## config.mk

```make
export PLATFORM = sky130hd
export DESIGN_NAME = fpu_addsub_pipe
export DESIGN_NICKNAME = d
export VERILOG_FILES = /design/src/rtl/fpu_pkg.sv /design/src/rtl/fpu_lzc.sv /design/src/rtl/fpu_addsub_pipe.sv
export SDC_FILE = /design/constraint.sdc
export NUM_CORES = 1
export LEC_CHECK = 0
export ABC_AREA = 0
export CORE_MARGIN = 2
export CORE_UTILIZATION = 61
export DETAILED_ROUTE_END_ITERATION = 10
export PLACE_DENSITY = 0.88
export SLEW_MARGIN = 15
export SYNTH_ARGS = -nofsm -noshare
export SYNTH_HDL_FRONTEND = slang
export SYNTH_SLANG_ARGS = --single-unit
```

## constraint.sdc

```tcl
create_clock -name clk -period 8.7 [get_ports clk]
set_input_delay 1.74 -clock clk [delete_from_list [all_inputs] [get_ports clk]]
set_output_delay 1.74 -clock clk [all_outputs]
set_load 0.1 [all_outputs]
```

## src/rtl/fpu_pkg.sv

```systemverilog
// ---------------------------------------------------------------------------
// fpu_pkg
// Shared definitions for the pipelined floating-point adder/subtractor:
//   - 4-bit status codes, identical to the single-cycle FPU so existing
//     status decoders can be reused unchanged
//   - operand class decode helper (width-independent)
//   - one payload struct per pipeline stage
// Format: binary format {sign, exp[FPU_EXP_BITS], frac[FPU_MANT_BITS]}.
// The stage structs are sized from FPU_EXP_BITS / FPU_MANT_BITS. A package
// cannot take parameters, so these two localparams are the single place to
// re-size the datapath; the top-level parameters default to them and must
// be kept equal to them.
// ---------------------------------------------------------------------------
`timescale 1ns/1ps
package fpu_pkg;

   localparam int unsigned FPU_EXP_BITS  = 8;
   localparam int unsigned FPU_MANT_BITS = 23;
   localparam int unsigned FPU_W         = 1 + FPU_EXP_BITS + FPU_MANT_BITS;
   // implicit bit + fraction + guard/round/sticky
   localparam int unsigned FPU_SIG_BITS  = FPU_MANT_BITS + 4;
   // one extra bit for the carry-out of the magnitude add
   localparam int unsigned FPU_SUM_BITS  = FPU_MANT_BITS + 5;
   localparam int unsigned FPU_LZC_BITS  = $clog2(FPU_SIG_BITS + 1);

   localparam logic [3:0] S_EXACT   = 4'b0001;
   localparam logic [3:0] S_OVERFL  = 4'b0010;
   localparam logic [3:0] S_UNDERFL = 4'b0100;
   localparam logic [3:0] S_INEXACT = 4'b1000;
   localparam logic [3:0] S_INVALID = 4'b1001;

   typedef struct packed {
      logic is_nan;
      logic is_inf;
      logic is_zero;
      logic is_sub;
   } fp_class_t;

   // Works for any exponent/fraction width: the caller reduces its fields
   // to the three flags, so the helper itself carries no width.
   function automatic fp_class_t fp_classify(input logic exp_zero,
                                             input logic exp_ones,
                                             input logic frac_zero);
      fp_class_t c;
      c.is_nan  = exp_ones & ~frac_zero;
      c.is_inf  = exp_ones &  frac_zero;
      c.is_zero = exp_zero &  frac_zero;
      c.is_sub  = exp_zero & ~frac_zero;
      return c;
   endfunction

   // S1 -> S2: operands swapped (larger magnitude in sig_a) and aligned.
   typedef struct packed {
      logic                      valid;
      logic                      special;     // result fully decided in S1
      logic [FPU_W-1:0]          spec_data;
      logic [3:0]                spec_status;
      logic                      sign;        // effective sign of the larger operand
      logic                      sub;         // effective signs differ
      logic [FPU_EXP_BITS-1:0]   exp;         // effective exponent of the larger operand
      logic [FPU_SIG_BITS-1:0]   sig_a;
      logic [FPU_SIG_BITS-1:0]   sig_b;
   } s1_t;

   // S2 -> S3: raw magnitude sum and its leading-zero count.
   typedef struct packed {
      logic                      valid;
      logic                      special;
      logic [FPU_W-1:0]          spec_data;
      logic [3:0]                spec_status;
      logic                      sign;
      logic                      sub;
      logic [FPU_EXP_BITS-1:0]   exp;
      logic [FPU_SUM_BITS-1:0]   sum;
      logic [FPU_LZC_BITS-1:0]   lzc;
   } s2_t;

   // S3: the output register.
   typedef struct packed {
      logic                      valid;
      logic [FPU_W-1:0]          data;
      logic [3:0]                status;
   } s3_t;

endpackage

```

## src/rtl/fpu_lzc.sv

```systemverilog
// ---------------------------------------------------------------------------
// fpu_lzc
// Combinational leading-zero counter.
//   data  : input vector, MSB first
//   count : number of zeros above the most significant one (WIDTH when zero)
// ---------------------------------------------------------------------------
`timescale 1ns/1ps
module fpu_lzc #(
   parameter int unsigned WIDTH = 27,
   localparam int unsigned CW   = $clog2(WIDTH + 1)
) (
   input  logic [WIDTH-1:0] data,
   output logic [CW-1:0]    count
);

   // Scan upwards; the last one found is the most significant one.
   always_comb begin
      // NOTE: a default before any conditional assignment keeps this purely
      // combinational; a path that leaves count unassigned would infer a latch.
      count = CW'(WIDTH);
      for (int i = 0; i < int'(WIDTH); i++) begin
         if (data[i]) count = CW'(int'(WIDTH) - 1 - i);
      end
   end

endmodule

```

## src/rtl/fpu_addsub_pipe.sv

```systemverilog
// ---------------------------------------------------------------------------
// fpu_addsub_pipe
// Three-stage pipelined floating-point adder/subtractor with valid/ready
// handshake on both sides and a single global stall.
//   clk, reset_n          : clock, asynchronous active-low reset
//   in_valid / in_ready   : operand handshake (accept = in_valid && in_ready)
//   op_a, op_b [W]        : operands {sign, exp, frac}
//   op_sel                : 0 = A+B, 1 = A-B
//   out_valid / out_ready : result handshake
//   data_out [W]          : result
//   status_out [4]        : EXACT/OVERFLOW/UNDERFLOW/INEXACT/INVALID
// Stages: S1 classify/swap/align, S2 add/sub + LZC, S3 normalise/round/pack.
// Build option: define FPU_ROUND_NEAREST_EN for round-to-nearest-even;
// otherwise results are truncated (round toward zero).
// ---------------------------------------------------------------------------
`timescale 1ns/1ps
module fpu_addsub_pipe
   import fpu_pkg::*;
#(
   parameter int unsigned  EXP_BITS  = FPU_EXP_BITS,
   parameter int unsigned  MANT_BITS = FPU_MANT_BITS,
   localparam int unsigned W         = 1 + EXP_BITS + MANT_BITS
) (
   input  logic         clk,
   input  logic         reset_n,
   input  logic         in_valid,
   output logic         in_ready,
   input  logic [W-1:0] op_a,
   input  logic [W-1:0] op_b,
   input  logic         op_sel,
   output logic         out_valid,
   input  logic         out_ready,
   output logic [W-1:0] data_out,
   output logic [3:0]   status_out
);

   localparam int unsigned SIG = MANT_BITS + 4;
   localparam int unsigned SUM = MANT_BITS + 5;
   localparam int unsigned LZW = $clog2(SIG + 1);
   localparam int unsigned EXW = EXP_BITS + 1;
   localparam logic [EXP_BITS-1:0] EMAX = '1;

   s1_t  s1, s1_next;
   s2_t  s2, s2_next;
   s3_t  s3, s3_next;
   logic advance;

   // The whole pipe moves together; a held result freezes every stage.
   assign advance    = !s3.valid || out_ready;
   assign in_ready   = advance;
   assign out_valid  = s3.valid;
   assign data_out   = s3.data;
   assign status_out = s3.status;

   // ---------------- S1: classify, swap, align ----------------
   logic                sign_a, sign_b;
   logic [EXP_BITS-1:0] exp_a, exp_b;
   logic [MANT_BITS-1:0] frac_a, frac_b;
   fp_class_t           cls_a, cls_b;

   assign sign_a = op_a[W-1];
   assign exp_a  = op_a[W-2 -: EXP_BITS];
   assign frac_a = op_a[MANT_BITS-1:0];
   assign sign_b = op_b[W-1] ^ op_sel;        // subtraction = add with B negated
   assign exp_b  = op_b[W-2 -: EXP_BITS];
   assign frac_b = op_b[MANT_BITS-1:0];
   assign cls_a  = fp_classify(exp_a == '0, &exp_a, frac_a == '0);
   assign cls_b  = fp_classify(exp_b == '0, &exp_b, frac_b == '0);

   logic                swap, invalid;
   logic [EXP_BITS-1:0] eff_a, eff_b, exp_l, exp_s, diff;
   logic [SIG-1:0]      full_a, full_b, sig_l, sig_s, shifted, lost_mask;

   always_comb begin
      s1_next = '0;
      // Zero/subnormal exponents act as 1 with no implicit bit.
      eff_a  = (cls_a.is_zero || cls_a.is_sub) ? EXP_BITS'(1) : exp_a;
      eff_b  = (cls_b.is_zero || cls_b.is_sub) ? EXP_BITS'(1) : exp_b;
      full_a = {!(cls_a.is_zero || cls_a.is_sub), frac_a, 3'b000};
      full_b = {!(cls_b.is_zero || cls_b.is_sub), frac_b, 3'b000};

      // {exp, frac} orders magnitudes directly.
      swap  = {exp_b, frac_b} > {exp_a, frac_a};
      exp_l = swap ? eff_b  : eff_a;
      exp_s = swap ? eff_a  : eff_b;
      sig_l = swap ? full_b : full_a;
      sig_s = swap ? full_a : full_b;
      diff  = exp_l - exp_s;

      lost_mask = '0;
      if (32'(diff) >= 32'(MANT_BITS + 3)) begin
         shifted = SIG'(|sig_s);
      end else begin
         lost_mask  = ~({SIG{1'b1}} << diff);
         shifted    = sig_s >> diff;
         shifted[0] = shifted[0] | (|(sig_s & lost_mask));
      end

      invalid = cls_a.is_nan || cls_b.is_nan ||
                (cls_a.is_inf && cls_b.is_inf && (sign_a != sign_b));

      s1_next.valid   = in_valid;
      s1_next.special = invalid || cls_a.is_inf || cls_b.is_inf;
      if (invalid) begin
         s1_next.spec_data   = {1'b0, EMAX, 1'b1, {(MANT_BITS-1){1'b0}}};
         s1_next.spec_status = S_INVALID;
      end else if (cls_a.is_inf) begin
         s1_next.spec_data   = {sign_a, EMAX, {MANT_BITS{1'b0}}};
         s1_next.spec_status = S_EXACT;
      end else begin
         s1_next.spec_data   = {sign_b, EMAX, {MANT_BITS{1'b0}}};
         s1_next.spec_status = S_EXACT;
      end
      s1_next.sign  = swap ? sign_b : sign_a;
      s1_next.sub   = sign_a != sign_b;
      s1_next.exp   = exp_l;
      s1_next.sig_a = sig_l;
      s1_next.sig_b = shifted;
   end

   // ---------------- S2: add/sub, leading-zero count ----------------
   logic [SUM-1:0] sum;
   logic [LZW-1:0] lzc;

   // sig_a >= sig_b after the swap, so the difference never goes negative.
   assign sum = s1.sub ? ({1'b0, s1.sig_a} - {1'b0, s1.sig_b})
                       : ({1'b0, s1.sig_a} + {1'b0, s1.sig_b});

   fpu_lzc #(.WIDTH(SIG)) u_lzc (
      .data  (sum[SIG-1:0]),
      .count (lzc)
   );

   always_comb begin
      s2_next             = '0;
      s2_next.valid       = s1.valid;
      s2_next.special     = s1.special;
      s2_next.spec_data   = s1.spec_data;
      s2_next.spec_status = s1.spec_status;
      s2_next.sign        = s1.sign;
      s2_next.sub         = s1.sub;
      s2_next.exp         = s1.exp;
      s2_next.sum         = sum;
      s2_next.lzc         = lzc;
   end

   // ---------------- S3: normalise, round, pack, status ----------------
   logic [SIG-1:0]       norm;
   logic [EXW-1:0]       exp_n, exp_f;
   logic [31:0]          room, shamt;
   logic                 inexact, round_up, sign_f;
   logic [MANT_BITS+1:0] mant_r;
   logic [MANT_BITS-1:0] frac_f;

   always_comb begin
      s3_next = '0;
      room    = '0;
      shamt   = '0;
      if (s2.sum[SUM-1]) begin
         // Carry-out: one right shift, the dropped bit folds into sticky.
         norm    = s2.sum[SUM-1:1];
         norm[0] = s2.sum[1] | s2.sum[0];
         exp_n   = {1'b0, s2.exp} + EXW'(1);
      end else begin
         // Left shift limited so the exponent stays at 1 or above.
         room  = 32'(s2.exp) - 32'd1;
         shamt = (32'(s2.lzc) < room) ? 32'(s2.lzc) : room;
         norm  = s2.sum[SIG-1:0] << shamt;
         exp_n = {1'b0, s2.exp} - EXW'(shamt);
      end
      if (!norm[SIG-1]) exp_n = '0;          // no implicit bit: subnormal/zero

      inexact = |norm[2:0];
`ifdef FPU_ROUND_NEAREST_EN
      round_up = norm[2] & (norm[1] | norm[0] | norm[3]);
`else
      round_up = 1'b0;
`endif
      mant_r = {1'b0, norm[SIG-1:3]} + (MANT_BITS+2)'(round_up);

      if (mant_r[MANT_BITS+1]) begin         // rounding carried past the implicit bit
         exp_f  = exp_n + EXW'(1);
         frac_f = mant_r[MANT_BITS:1];
      end else if (exp_n == '0 && mant_r[MANT_BITS]) begin   // subnormal rounded up to normal
         exp_f  = EXW'(1);
         frac_f = mant_r[MANT_BITS-1:0];
      end else begin
         exp_f  = exp_n;
         frac_f = mant_r[MANT_BITS-1:0];
      end

      // Exact cancellation gives +0; two zeros of the same sign keep it.
      sign_f = (s2.sum == '0 && s2.sub) ? 1'b0 : s2.sign;

      s3_next.valid = s2.valid;
      if (s2.special) begin
         s3_next.data   = s2.spec_data;
         s3_next.status = s2.spec_status;
      end else if (exp_f >= {1'b0, EMAX}) begin
         s3_next.data   = {sign_f, EMAX, {MANT_BITS{1'b0}}};
         s3_next.status = S_OVERFL;
      end else begin
         s3_next.data = {sign_f, exp_f[EXP_BITS-1:0], frac_f};
         if (exp_f == '0 && frac_f != '0) s3_next.status = S_UNDERFL;
         else if (inexact)                s3_next.status = S_INEXACT;
         else                             s3_next.status = S_EXACT;
      end
   end

   // ---------------- stage registers ----------------
   always_ff @(posedge clk or negedge reset_n) begin
      if (!reset_n) begin
         s1 <= '0;
         s2 <= '0;
         s3 <= '0;
      end else if (advance) begin
         // NOTE: non-blocking so every stage samples its predecessor's
         // pre-edge value; blocking here would ripple one op through all stages.
         s1 <= s1_next;
         s2 <= s2_next;
         s3 <= s3_next;
      end
   end

endmodule

```

==> reports/metrics.cfg <==
[clock_tree]
insertion_delay_ns = 0.44
holdBufCountCts = 0
cts_buffers = 17
ctsResizeCount = 0
clk_pin_slew_ns = 0.06
post_cts_buffers = 0
clock_tree.root_cell = clkbuf_16
cts.sinks = 151
clockBufferDepth = 2
cts_tree = yes
cts_max_level = 4

[detailed_routing]
drt_iter0_markers = 1894
ant_nets = 0
avgViaCountPerCell = 7.073
routed_wl_um = 54010
first_pass_iters = 8
routedWlPerCell_um = 24.10
drcViolationCount = 0
routed-via-count = 15850

[grt]
grt_max_degree = 95
grt_pass1_vias = 15360
grt_use_total_pct = 42.01
grt_antenna_before_repair = 0
grt_pass1_wl_um = 84170
gr-total-overflow = 0

[timing]
clock_skew_ns = 0.01389
setup_viol = 0
finalHoldViolations = 0
drv_slew = 0
tightest_slew_ns = 1.134
period_needed_ns = 8.041
max_slew_margin_pct = 22.41
tns_ns = 0
fin_crit_sh_pct = 92.43
holdWs_ns = 0.4685
rsz0062_at_grt = no
fmax_ghz = 0.1244

[finish]
drive_gt1_share_pct = 8.117
final-seq-area_sq_um = 3779
num-nets-final = 2057
instances_no_fill = 2241
n_fill_cell = 1913
n_antenna_cell = 0
multiInputGateArea_sq_um = 10120
fin_area_sq_um = 16590
final_common_cell = nand2_1
syn_to_final_growth_pct = 13.39
layout_common_cells = 254 x nand2_1, 168 x nor2_1, 151 x dfrtp_1, 137 x a21oi_1

[power]
leakage_nw = 7.032
p_total_mw = 7.075
ir_drop_uv = 290.5
p_per_area_nw_per_um2 = 426.4

[floorplanning]
die_w_um = 158.9
rows = 56
die_h_um = 158.9
die_area_sq_um = 25240
ios = 107
start_util_pct = 62.16
core_area_sq_um = 23540

[critical_path]
worst-endpoint-arrival_ns = 8.35
worstRegToRegCells = 24
crit_cells = 24
critPathSlowestCell = clkdlybuf4s50_1
critical_path.max_stage_delay_ns = 0.62
crit_type = in2reg
cp_cell_sequence = clkdlybuf4s50_1 -> ha_1 -> nor2b_1 -> o21a_1 -> o211ai_1 -> a31oi_1 -> o211a_1 -> o21ai_4 -> mux2_2 -> ha_1 -> fa_1 -> nor2b_1 -> o21a_1 -> o21ai_1 -> or4_4 -> a2111oi_4 -> nor3_2 -> buf_4 -> nor2_1 -> o21ai_0 -> a221oi_1 -> a21oi_1 -> nor4_2 -> a31oi_1
worst_setup_path_end_kind = register
crit_required_ns = 9.01
startpoint_type = input port
crit_start = op_b[1]
critPathTopFamily = compound AO/OA/AOI/OAI gates
critical_path_buf_inv_count = 2
r2r_start = s2[33]
crit_fanout = 16

[placed_design]
place_area_sq_um = 15990
dp_hpwl_um = 40610
port_buffers = 106
routabilityCongestion = 1.024
place_inst = 2209

[run]
max-cap-violations = 0

[yosys]
synth_cell_type_count = 104
avgSynthCellArea_sq_um = 7.940
synth.net_count = 1991
syn_area_sq_um = 14630
synth_edf_count = 0
ys_seq_elements = 151
syn_inst = 1843
synthArstFlopShare_pct = 100.0
yosys_warnings = 0
synth-main-ff-cell = dfrtp_1
yosysSeqAreaShare_pct = 25.82

[hold_path]
worstHoldPathCells = 2
min-delay-start = s1[101]
hp-class = reg2reg

[outcome]
status = finished, final reports clean

## metrics by stage
| stage | setup slack, ns | util [%] |
|---|---|---|
| detailed placement | 0.3349 | 67.92 |
| CTS | 0.7554 | 70.46 |
| global route | 0.3764 | 70.48 |
| finish | 0.6587 | 70.48 |
| global placement | 0.5057 | 67.92 |
| floorplan | 0.3317 | - |
## synthesized netlist by cell type, types with 19 or more instances
library cell | count | area share [%]
mux4_2 | 20 | 3.1
nor3_1 | 60 | 2.1
clkbuf_1 | 67 | 1.7
nand2_1 | 254 | 6.5
ha_1 | 77 | 6.6
a22o_1 | 19 | 1.1
a21oi_1 | 137 | 4.7
xnor2_1 | 46 | 2.8
nand3_1 | 35 | 1.2
a22oi_1 | 23 | 1.2
a211oi_1 | 40 | 2.1
inv_1 | 89 | 2.3
nor4_1 | 25 | 1.1
mux2i_1 | 71 | 4.9
nand4_1 | 26 | 1.1
o21ai_0 | 105 | 3.6
dfrtp_1 | 151 | 26
a21o_1 | 23 | 1.2
a31oi_1 | 22 | 0.94
nor2_1 | 168 | 4.3
## state kept, by name (all words and copies together), names as in the netlist
name	flops
s1	66
s2	48
data_out	32
status_out	4
out_valid	1
## worst paths after layout
| path | endpoint | slack [ns] |
|---|---|---|
| max | s1[0] | 0.66 |
| min | s1[101] | 0.47 |
| max reg2reg | status_out[0] | 1.05 |
| min reg2reg | s1[101] | 0.47 |
| max in group asynchronous | data_out[10] | 6.00 |
| min in group asynchronous | s1[99] | 1.42 |
## report_power, final
part | switching, mW | total, mW | internal (mW)
Combinational | 3.39 | 5.07 | 1.67
Clock | 0.327 | 0.769 | 0.443
Sequential | 0.287 | 1.24 | 0.954
Total | 4.01 | 7.08 | 3.07
## layout make-up
class / count / area share, %
inverter: 90 / 2.036
clock buffer: 20 / 2.752
clock inverter: 12 / 0.8521
multi-input combinational: 1504 / 61.02
sequential: 151 / 22.77
tap: 319 / 2.405
timing repair buffer: 145 / 8.166
## metal layers
metal,GRT usage [%],wire [um]
met1,48.92,19540
met2,72.05,26250
met3,7.628,4428
met4,25.58,3793
met5,0,0
## worst register-to-register path, delay by kind of cell, from the launching register on
family          cells  cell delay, ns
fa+ha+maj           3            0.93
flops               1            0.54
compound gates     12            3.47
simple gates        5            1.57
buf+inv             2            0.28
xor+xnor            2            0.82
## logic make-up (layout without fill, tap and decap cells)
family                   after synthesis  in the layout  synth area share (%)
AND/OR/NAND/NOR                      675            675                 21.94
AO/OA/AOI/OAI                        585            585                 27.51
buffers and inverters                188            267                 5.215
flip-flops                           151            151                 25.82
multiplexers                         106            106                 9.114
adder cells (fa/ha/maj)               80             80                 6.925
XOR/XNOR                              58             58                 3.471
Power figures use the tool's default switching activity.
